`src/rtl/lc3_io_ctrl.sv`:
```
// LC-3 memory-mapped I/O: keyboard FIFO (KBSR/KBDR), display handshake (DSR/DDR), machine control (MCR).
// Define LC3_KBD_INT_EN to build the KBSR[14] interrupt-enable bit and the registered kb_irq output.
module lc3_io_ctrl #(
  parameter int unsigned KBD_DEPTH = 4
) (
  input  logic        clk,
  input  logic        reset,
  input  logic        mem_en,
  input  logic        we,
  input  logic [15:0] addr,
  input  logic [15:0] wdata,
  output logic [15:0] rdata,
  output logic        sel,
  input  logic        kb_valid,
  input  logic [7:0]  kb_data,
  output logic        kb_ready,
  output logic        disp_valid,
  output logic [7:0]  disp_data,
  input  logic        disp_ack,
  output logic        halt
`ifdef LC3_KBD_INT_EN
  ,
  output logic        kb_irq
`endif
);

  localparam int unsigned AW = (KBD_DEPTH > 1) ? $clog2(KBD_DEPTH) : 1;
  localparam logic [AW:0] FULL_CNT = (AW + 1)'(KBD_DEPTH);

  localparam logic [15:0] KBSR_ADDR = 16'hFE00;
  localparam logic [15:0] KBDR_ADDR = 16'hFE02;
  localparam logic [15:0] DSR_ADDR  = 16'hFE04;
  localparam logic [15:0] DDR_ADDR  = 16'hFE06;
  localparam logic [15:0] MCR_ADDR  = 16'hFFFE;

  typedef enum logic {
    D_IDLE,
    D_BUSY
  } disp_state_e;

  // Address decode
  logic hit_kbsr, hit_kbdr, hit_dsr, hit_ddr, hit_mcr, hit_any;
  logic wr_kbsr, wr_ddr, wr_mcr, rd_kbdr;

  always_comb begin
    hit_kbsr = (addr == KBSR_ADDR);
    hit_kbdr = (addr == KBDR_ADDR);
    hit_dsr  = (addr == DSR_ADDR);
    hit_ddr  = (addr == DDR_ADDR);
    hit_mcr  = (addr == MCR_ADDR);
    hit_any  = hit_kbsr | hit_kbdr | hit_dsr | hit_ddr | hit_mcr;
    wr_kbsr  = mem_en & we & hit_kbsr;
    wr_ddr   = mem_en & we & hit_ddr;
    wr_mcr   = mem_en & we & hit_mcr;
    rd_kbdr  = mem_en & ~we & hit_kbdr;
  end

  assign sel = mem_en & hit_any;

  // Keyboard receive FIFO
  logic [7:0]    fifo_q [KBD_DEPTH];
  logic [AW-1:0] wr_ptr_q, wr_ptr_d;
  logic [AW-1:0] rd_ptr_q, rd_ptr_d;
  logic [AW:0]   count_q, count_d;
  logic          empty, full, push, pop;

  always_comb begin
    empty    = (count_q == '0);
    full     = (count_q == FULL_CNT);
    push     = kb_valid & ~full;
    pop      = rd_kbdr & ~empty;
    wr_ptr_d = push ? wr_ptr_q + 1'b1 : wr_ptr_q;
    rd_ptr_d = pop  ? rd_ptr_q + 1'b1 : rd_ptr_q;
    count_d  = count_q;
    case ({push, pop})
      2'b10:   count_d = count_q + 1'b1;
      2'b01:   count_d = count_q - 1'b1;
      default: count_d = count_q;
    endcase
  end

  assign kb_ready = ~full;

  always_ff @(posedge clk or posedge reset) begin
    if (reset) begin
      wr_ptr_q <= '0;
      rd_ptr_q <= '0;
      count_q  <= '0;
    end else begin
      wr_ptr_q <= wr_ptr_d;
      rd_ptr_q <= rd_ptr_d;
      count_q  <= count_d;
    end
  end

  // Storage needs no reset: occupancy alone decides what is readable.
  always_ff @(posedge clk) begin
    if (push) begin
      fifo_q[wr_ptr_q] <= kb_data;
    end
  end

  // Display handshake FSM with registered outputs
  disp_state_e disp_state_q;
  logic        disp_valid_q;
  logic [7:0]  disp_data_q;

  always_ff @(posedge clk or posedge reset) begin
    if (reset) begin
      disp_state_q <= D_IDLE;
      disp_valid_q <= 1'b0;
      disp_data_q  <= '0;
    end else begin
      case (disp_state_q)
        D_IDLE: begin
          if (wr_ddr) begin
            disp_data_q  <= wdata[7:0];
            disp_valid_q <= 1'b1;
            disp_state_q <= D_BUSY;
          end
        end
        D_BUSY: begin
          if (disp_ack) begin
            disp_valid_q <= 1'b0;
            disp_state_q <= D_IDLE;
          end
        end
        default: begin
          disp_valid_q <= 1'b0;
          disp_state_q <= D_IDLE;
        end
      endcase
    end
  end

  assign disp_valid = disp_valid_q;
  assign disp_data  = disp_data_q;

  // Machine control
  logic run_q;

  always_ff @(posedge clk or posedge reset) begin
    if (reset) begin
      run_q <= 1'b1;
    end else if (wr_mcr) begin
      run_q <= wdata[15];
    end
  end

  assign halt = ~run_q;

  // Keyboard interrupt enable
  logic ie;

`ifdef LC3_KBD_INT_EN
  logic ie_q, irq_q;

  always_ff @(posedge clk or posedge reset) begin
    if (reset) begin
      ie_q  <= 1'b0;
      irq_q <= 1'b0;
    end else begin
      if (wr_kbsr) begin
        ie_q <= wdata[14];
      end
      irq_q <= ie_q & ~empty;
    end
  end

  assign ie     = ie_q;
  assign kb_irq = irq_q;

  logic unused_wdata;
  assign unused_wdata = ^wdata[13:8];
`else
  assign ie = 1'b0;

  logic unused_wdata;
  assign unused_wdata = ^{wdata[14:8], wr_kbsr};
`endif

  // Read mux; an empty KBDR reads zero rather than a stale slot
  always_comb begin
    rdata = '0;
    if (hit_kbsr) begin
      rdata = {~empty, ie, 14'b0};
    end else if (hit_kbdr) begin
      rdata = empty ? 16'h0000 : {8'h00, fifo_q[rd_ptr_q]};
    end else if (hit_dsr) begin
      rdata = {(disp_state_q == D_IDLE), 15'b0};
    end else if (hit_ddr) begin
      rdata = {8'h00, disp_data_q};
    end else if (hit_mcr) begin
      rdata = {run_q, 15'b0};
    end
  end

endmodule

```
`config.mk`:
```
export PLATFORM = sky130hd
export DESIGN_NAME = lc3_io_ctrl
export DESIGN_NICKNAME = d
export VERILOG_FILES = /design/src/rtl/lc3_io_ctrl.sv
export SDC_FILE = /design/constraint.sdc
export NUM_CORES = 1
export LEC_CHECK = 0
export ABC_AREA = 1
export CAP_MARGIN = 10
export CELL_PAD_IN_SITES_DETAIL_PLACEMENT = 0
export CELL_PAD_IN_SITES_GLOBAL_PLACEMENT = 1
export CORE_MARGIN = 2
export CORE_UTILIZATION = 34
export CTS_CLUSTER_DIAMETER = 40
export DETAILED_ROUTE_END_ITERATION = 7
export GPL_TIMING_DRIVEN = 0
export PLACE_DENSITY_LB_ADDON = 0.1
export SYNTH_ARGS = -nofsm -noshare
export SYNTH_HDL_FRONTEND = slang
export SYNTH_SLANG_ARGS = --single-unit
```
`constraint.sdc`:
```
create_clock -name clk -period 6.5 [get_ports clk]
set_clock_uncertainty 0.2 [all_clocks]
set_input_delay 1.3 -clock clk [delete_from_list [all_inputs] [get_ports clk]]
set_output_delay 1.3 -clock clk [all_outputs]
set_load 0.05 [all_outputs]
```
==> flow_metrics.env <==
export IMPL_run_status="finished clean"
export IMPL_hold_depth=2
export IMPL_cts_max_level=2
export IMPL_synth_top_cell_area_share=0.358
export IMPL_yosys_area_share_xor_xnor=0.0131
export IMPL_unrepaired_setup_endpoints_after_global_routing="no"
export IMPL_synth_register_bits=50
export IMPL_final_min_period_over_clock_period=0.786
export IMPL_layout_drive_gt1_share=0.112
export IMPL_worst_r2r_path_depth=9
export IMPL_core_area_mm2=0.00769
export IMPL_detail_route_vias_per_cell=4.44
export IMPL_die_w_um=92.8
export IMPL_worst_path_dominant_cell_family="buffers and inverters"
export IMPL_area_delta_synth_final_pct=31.4
export IMPL_routabilityCongestion=0.703
export IMPL_achievable_frequency_mhz=196
export IMPL_vias_in_the_first_global_route=2105
export IMPL_cellLeakagePower_nw=1.64
export IMPL_cts_hold_repair_buffers=0
export IMPL_p_per_area_mw_per_mm2=227
export IMPL_postRouteWirelength_um=6220
export IMPL_hold_path_startpoint="disp_valid"
export IMPL_postCtsSetupRepairBufs=0
export IMPL_ctsLongestPathBuffers=2
export IMPL_final_min_clock_period_ns=5.11
export IMPL_area_sequential_mm2=0.00141
export IMPL_synth_top_cells_by_count="sky130_fd_sc_hd__nand2_1 (90), sky130_fd_sc_hd__inv_1 (38), sky130_fd_sc_hd__nand3_1 (38)"
export IMPL_synthFlopType="sky130_fd_sc_hd__edfxtp_1"
export IMPL_post_synth_mux_area_share=0
export IMPL_clock_latency_ns=0.31
export IMPL_detail_route_drc_violations=0
export IMPL_required_time_of_the_critical_path_ns=5.00
export IMPL_largest_family_of_logic_cells_by_synthesized_area="simple AND/OR/NAND/NOR gates"
export IMPL_min_to="disp_valid"
export IMPL_worst_ir_drop_vdd_mv=0.161
export IMPL_worst_r2r_setup_slack_ns=3.88
export IMPL_placedCellCount=468
export IMPL_rr_startpoint="count_q[0]"
export IMPL_synthSimpleGateAreaFrac=0.286
export IMPL_fin_setup_tns_ns=0
export IMPL_grt_pass1_wl_um=10100
export IMPL_tritoncts_num_sinks=50
export IMPL_total_routing_resource_utilization_after_global_routing=0.151
export IMPL_finish_net_count=425
export IMPL_first_iter_violations=75
export IMPL_num_io_pins=74
export IMPL_synth_edff_count=32
export IMPL_start_util=0.349
export IMPL_die_y_um=92.8
export IMPL_n_fill_cell=765
export IMPL_adder_and_majority_gate_portion_of_the_synthesized_area=0.0308
export IMPL_post_dp_hpwl_um=4570
export IMPL_cts_buffers_inserted=5
export IMPL_setup_violations_final=0
export IMPL_timing_hold_ws_ns=0.304
export IMPL_area_used_by_multi_input_combinational_logic_mm2=0.00103
export IMPL_grt_max_degree=19
export IMPL_worst_path_buf_inv=5
export IMPL_worstSetupStartpointType="input pin"
export IMPL_placement_rows=32
export IMPL_yosysWarningCount=0
export IMPL_crit_chain="clkdlybuf4s50_1, inv_1, nor2_1, nand2_1, nor2_8, nand2_2, inv_2, buf_6, nand3_1, nand2_1, clkdlybuf4s50_1"
export IMPL_clkSlewWorstSetupHoldPaths_ns=0.09
export IMPL_synth_distinct_cells=30
export IMPL_die_area_mm2=0.00861
export IMPL_synth_top_cell_by_area="sky130_fd_sc_hd__edfxtp_1"
export IMPL_cp_arrival_ns=3.61
export IMPL_postPlaceCellArea_mm2=0.00342
export IMPL_synth_top_cells_by_area="sky130_fd_sc_hd__edfxtp_1 (36%), sky130_fd_sc_hd__dfrtp_1 (16%), sky130_fd_sc_hd__nand2_1 (13%), sky130_fd_sc_hd__nand3_1 (7.1%), sky130_fd_sc_hd__inv_1 (5.3%)"
export IMPL_syn_inst=301
export IMPL_max_cap_violations=0
export IMPL_synth_area_mm2=0.00268
export IMPL_cts_repair_resize_count=0
export IMPL_globalRouteOverflowTotal=0
export IMPL_ys_seq_area_frac=0.527
export IMPL_via_count=2113
export IMPL_most_instantiated_library_cell_after_synthesis="sky130_fd_sc_hd__nand2_1"
export IMPL_slew_at_the_pin_closest_to_its_max_slew_limit_ns=0.840
export IMPL_max_slew_margin_rel=0.438
export IMPL_clock_root_buffer="sky130_fd_sc_hd__clkbuf_8"
export IMPL_critPathSlowestCell="sky130_fd_sc_hd__clkdlybuf4s50_1"
export IMPL_number_of_antenna_repair_diodes=0
export IMPL_layoutNonFillerInstCount=476
export IMPL_synth_avg_cell_area_um2=8.91
export IMPL_tritoncts="built"
export IMPL_worst_hold_path_type="register to register"
export IMPL_routedWlPerCell_um=13.1
export IMPL_final_antenna_net_count=0
export IMPL_ys_async_sr_fraction=0.360
export IMPL_finish_instance_area_mm2=0.00352
export IMPL_hold_viol_final=0
export IMPL_fraction_of_the_mapped_netlist_area_in_compound_gates=0.0448
export IMPL_port_buffer_count=59
export IMPL_worstPathMaxFanout=10
export IMPL_slew_viol_final=0
export IMPL_timing_setup_critical_path_class="input pin to output port"
export IMPL_max_stage_delay_ns=0.80
export IMPL_drtPass1Iterations=4
export IMPL_critical_path_endpoint_type="output port"
export IMPL_antenna_violations_before_repair=0
export IMPL_crit_reg2reg_capture="count_q[2]"
-- kinds of logic after synthesis --
| family | after synthesis |
|---|---|
| flip-flops | 50 |
| adder cells (fa/ha/maj) | 6 |
| buffers and inverters | 56 |
| other | 1 |
| AND/OR/NAND/NOR | 167 |
| AO/OA/AOI/OAI | 17 |
| XOR/XNOR | 4 |
-- final cells by class --
class	instances	share of cell area
Multi-Input combinational cell	201	0.292
Clock buffer	6	0.0234
Buffer	15	0.0306
Tap cell	102	0.0362
Inverter	41	0.0437
Clock inverter	2	0.00497
Timing Repair Buffer	59	0.168
Sequential cell	50	0.401
-- worst reg2reg max path: stages, from the launching register on --
cell and delay, ns:
sky130_fd_sc_hd__dfrtp_1 0.43, sky130_fd_sc_hd__inv_1 0.09, sky130_fd_sc_hd__nand3_1 0.20, sky130_fd_sc_hd__clkbuf_1 0.33
sky130_fd_sc_hd__and3_1 0.27, sky130_fd_sc_hd__ha_1 0.22, sky130_fd_sc_hd__fa_1 0.38, sky130_fd_sc_hd__a21oi_1 0.13
sky130_fd_sc_hd__o21ai_0 0.11, sky130_fd_sc_hd__xor2_1 0.15
-- metrics by stage --
stage / setup slack [ns] / power [mW] / utilization
6_report: 1.39 / 0.798 / 0.458
4_1_cts: 1.37 / 0.808 / 0.458
2_1_floorplan: 2.34 / 0.541 / -
3_3_place_gp: 1.40 / 0.608 / 0.445
5_1_grt: 1.26 / 0.846 / 0.458
3_5_place_dp: 1.37 / 0.612 / 0.445
-- per-layer routing --
layer	GRT usage	wire length, µm	up-vias	part of all wire
li1	-	-	1090	-
met1	0.194	2930	969	0.47
met2	0.260	2920	48	0.47
met3	0.0260	301	6	0.048
met4	0.0441	70	0	0.011
met5	0	0	-	0
-- how the worst max path moves through the flow --
stage	from	end	slack [ns]	depth (start not counted)
after floorplan	addr[11]	rdata[2]	2.34	9
after global placement	addr[9]	rdata[0]	1.40	11
after detailed placement	addr[11]	rdata[0]	1.37	11
after CTS	addr[10]	rdata[0]	1.37	11
after global routing	addr[14]	rdata[0]	1.26	11
final	addr[9]	rdata[0]	1.39	11
-- power breakdown --
group / leakage (nW) / internal [mW] / switching, mW / total (mW)
registers: 0.528 / 0.399 / 0.0206 / 0.420
logic: 1.06 / 0.0658 / 0.114 / 0.180
clock network: 0.0514 / 0.0878 / 0.110 / 0.198
-- registers in the layout (all words and copies together) (netlist names) --
register / cells
rd_ptr_q: 2
wr_ptr_q: 2
disp_data: 8
count_q: 3
fifo_q: 32
run_q: 1
disp_state_q: 1
disp_valid: 1
-- cell usage in the layout, fill, tap and decap left out --
cell type / count
sky130_fd_sc_hd__a21oi_1: 3
sky130_fd_sc_hd__and3_1: 1
sky130_fd_sc_hd__buf_2: 2
sky130_fd_sc_hd__buf_4: 9
sky130_fd_sc_hd__buf_6: 2
sky130_fd_sc_hd__clkbuf_1: 2
sky130_fd_sc_hd__clkbuf_8: 6
sky130_fd_sc_hd__clkdlybuf4s50_1: 59
sky130_fd_sc_hd__clkinv_1: 1
sky130_fd_sc_hd__clkinv_4: 2
sky130_fd_sc_hd__conb_1: 7
sky130_fd_sc_hd__dfrtp_1: 17
sky130_fd_sc_hd__dfstp_2: 1
sky130_fd_sc_hd__edfxtp_1: 32
sky130_fd_sc_hd__fa_1: 1
sky130_fd_sc_hd__ha_1: 5
sky130_fd_sc_hd__inv_1: 38
sky130_fd_sc_hd__inv_2: 2
sky130_fd_sc_hd__nand2_1: 90
sky130_fd_sc_hd__nand2_2: 3
sky130_fd_sc_hd__nand2_4: 1
sky130_fd_sc_hd__nand3_1: 38
sky130_fd_sc_hd__nand4_1: 3
sky130_fd_sc_hd__nand4_4: 1
sky130_fd_sc_hd__nor2_1: 25
sky130_fd_sc_hd__nor2_4: 2
sky130_fd_sc_hd__nor2_8: 2
sky130_fd_sc_hd__nor3_1: 1
sky130_fd_sc_hd__o21ai_0: 4
sky130_fd_sc_hd__o21ai_2: 9
sky130_fd_sc_hd__o22ai_1: 1
sky130_fd_sc_hd__xnor2_1: 1
sky130_fd_sc_hd__xor2_1: 3
(Power assumes the default switching activity.)
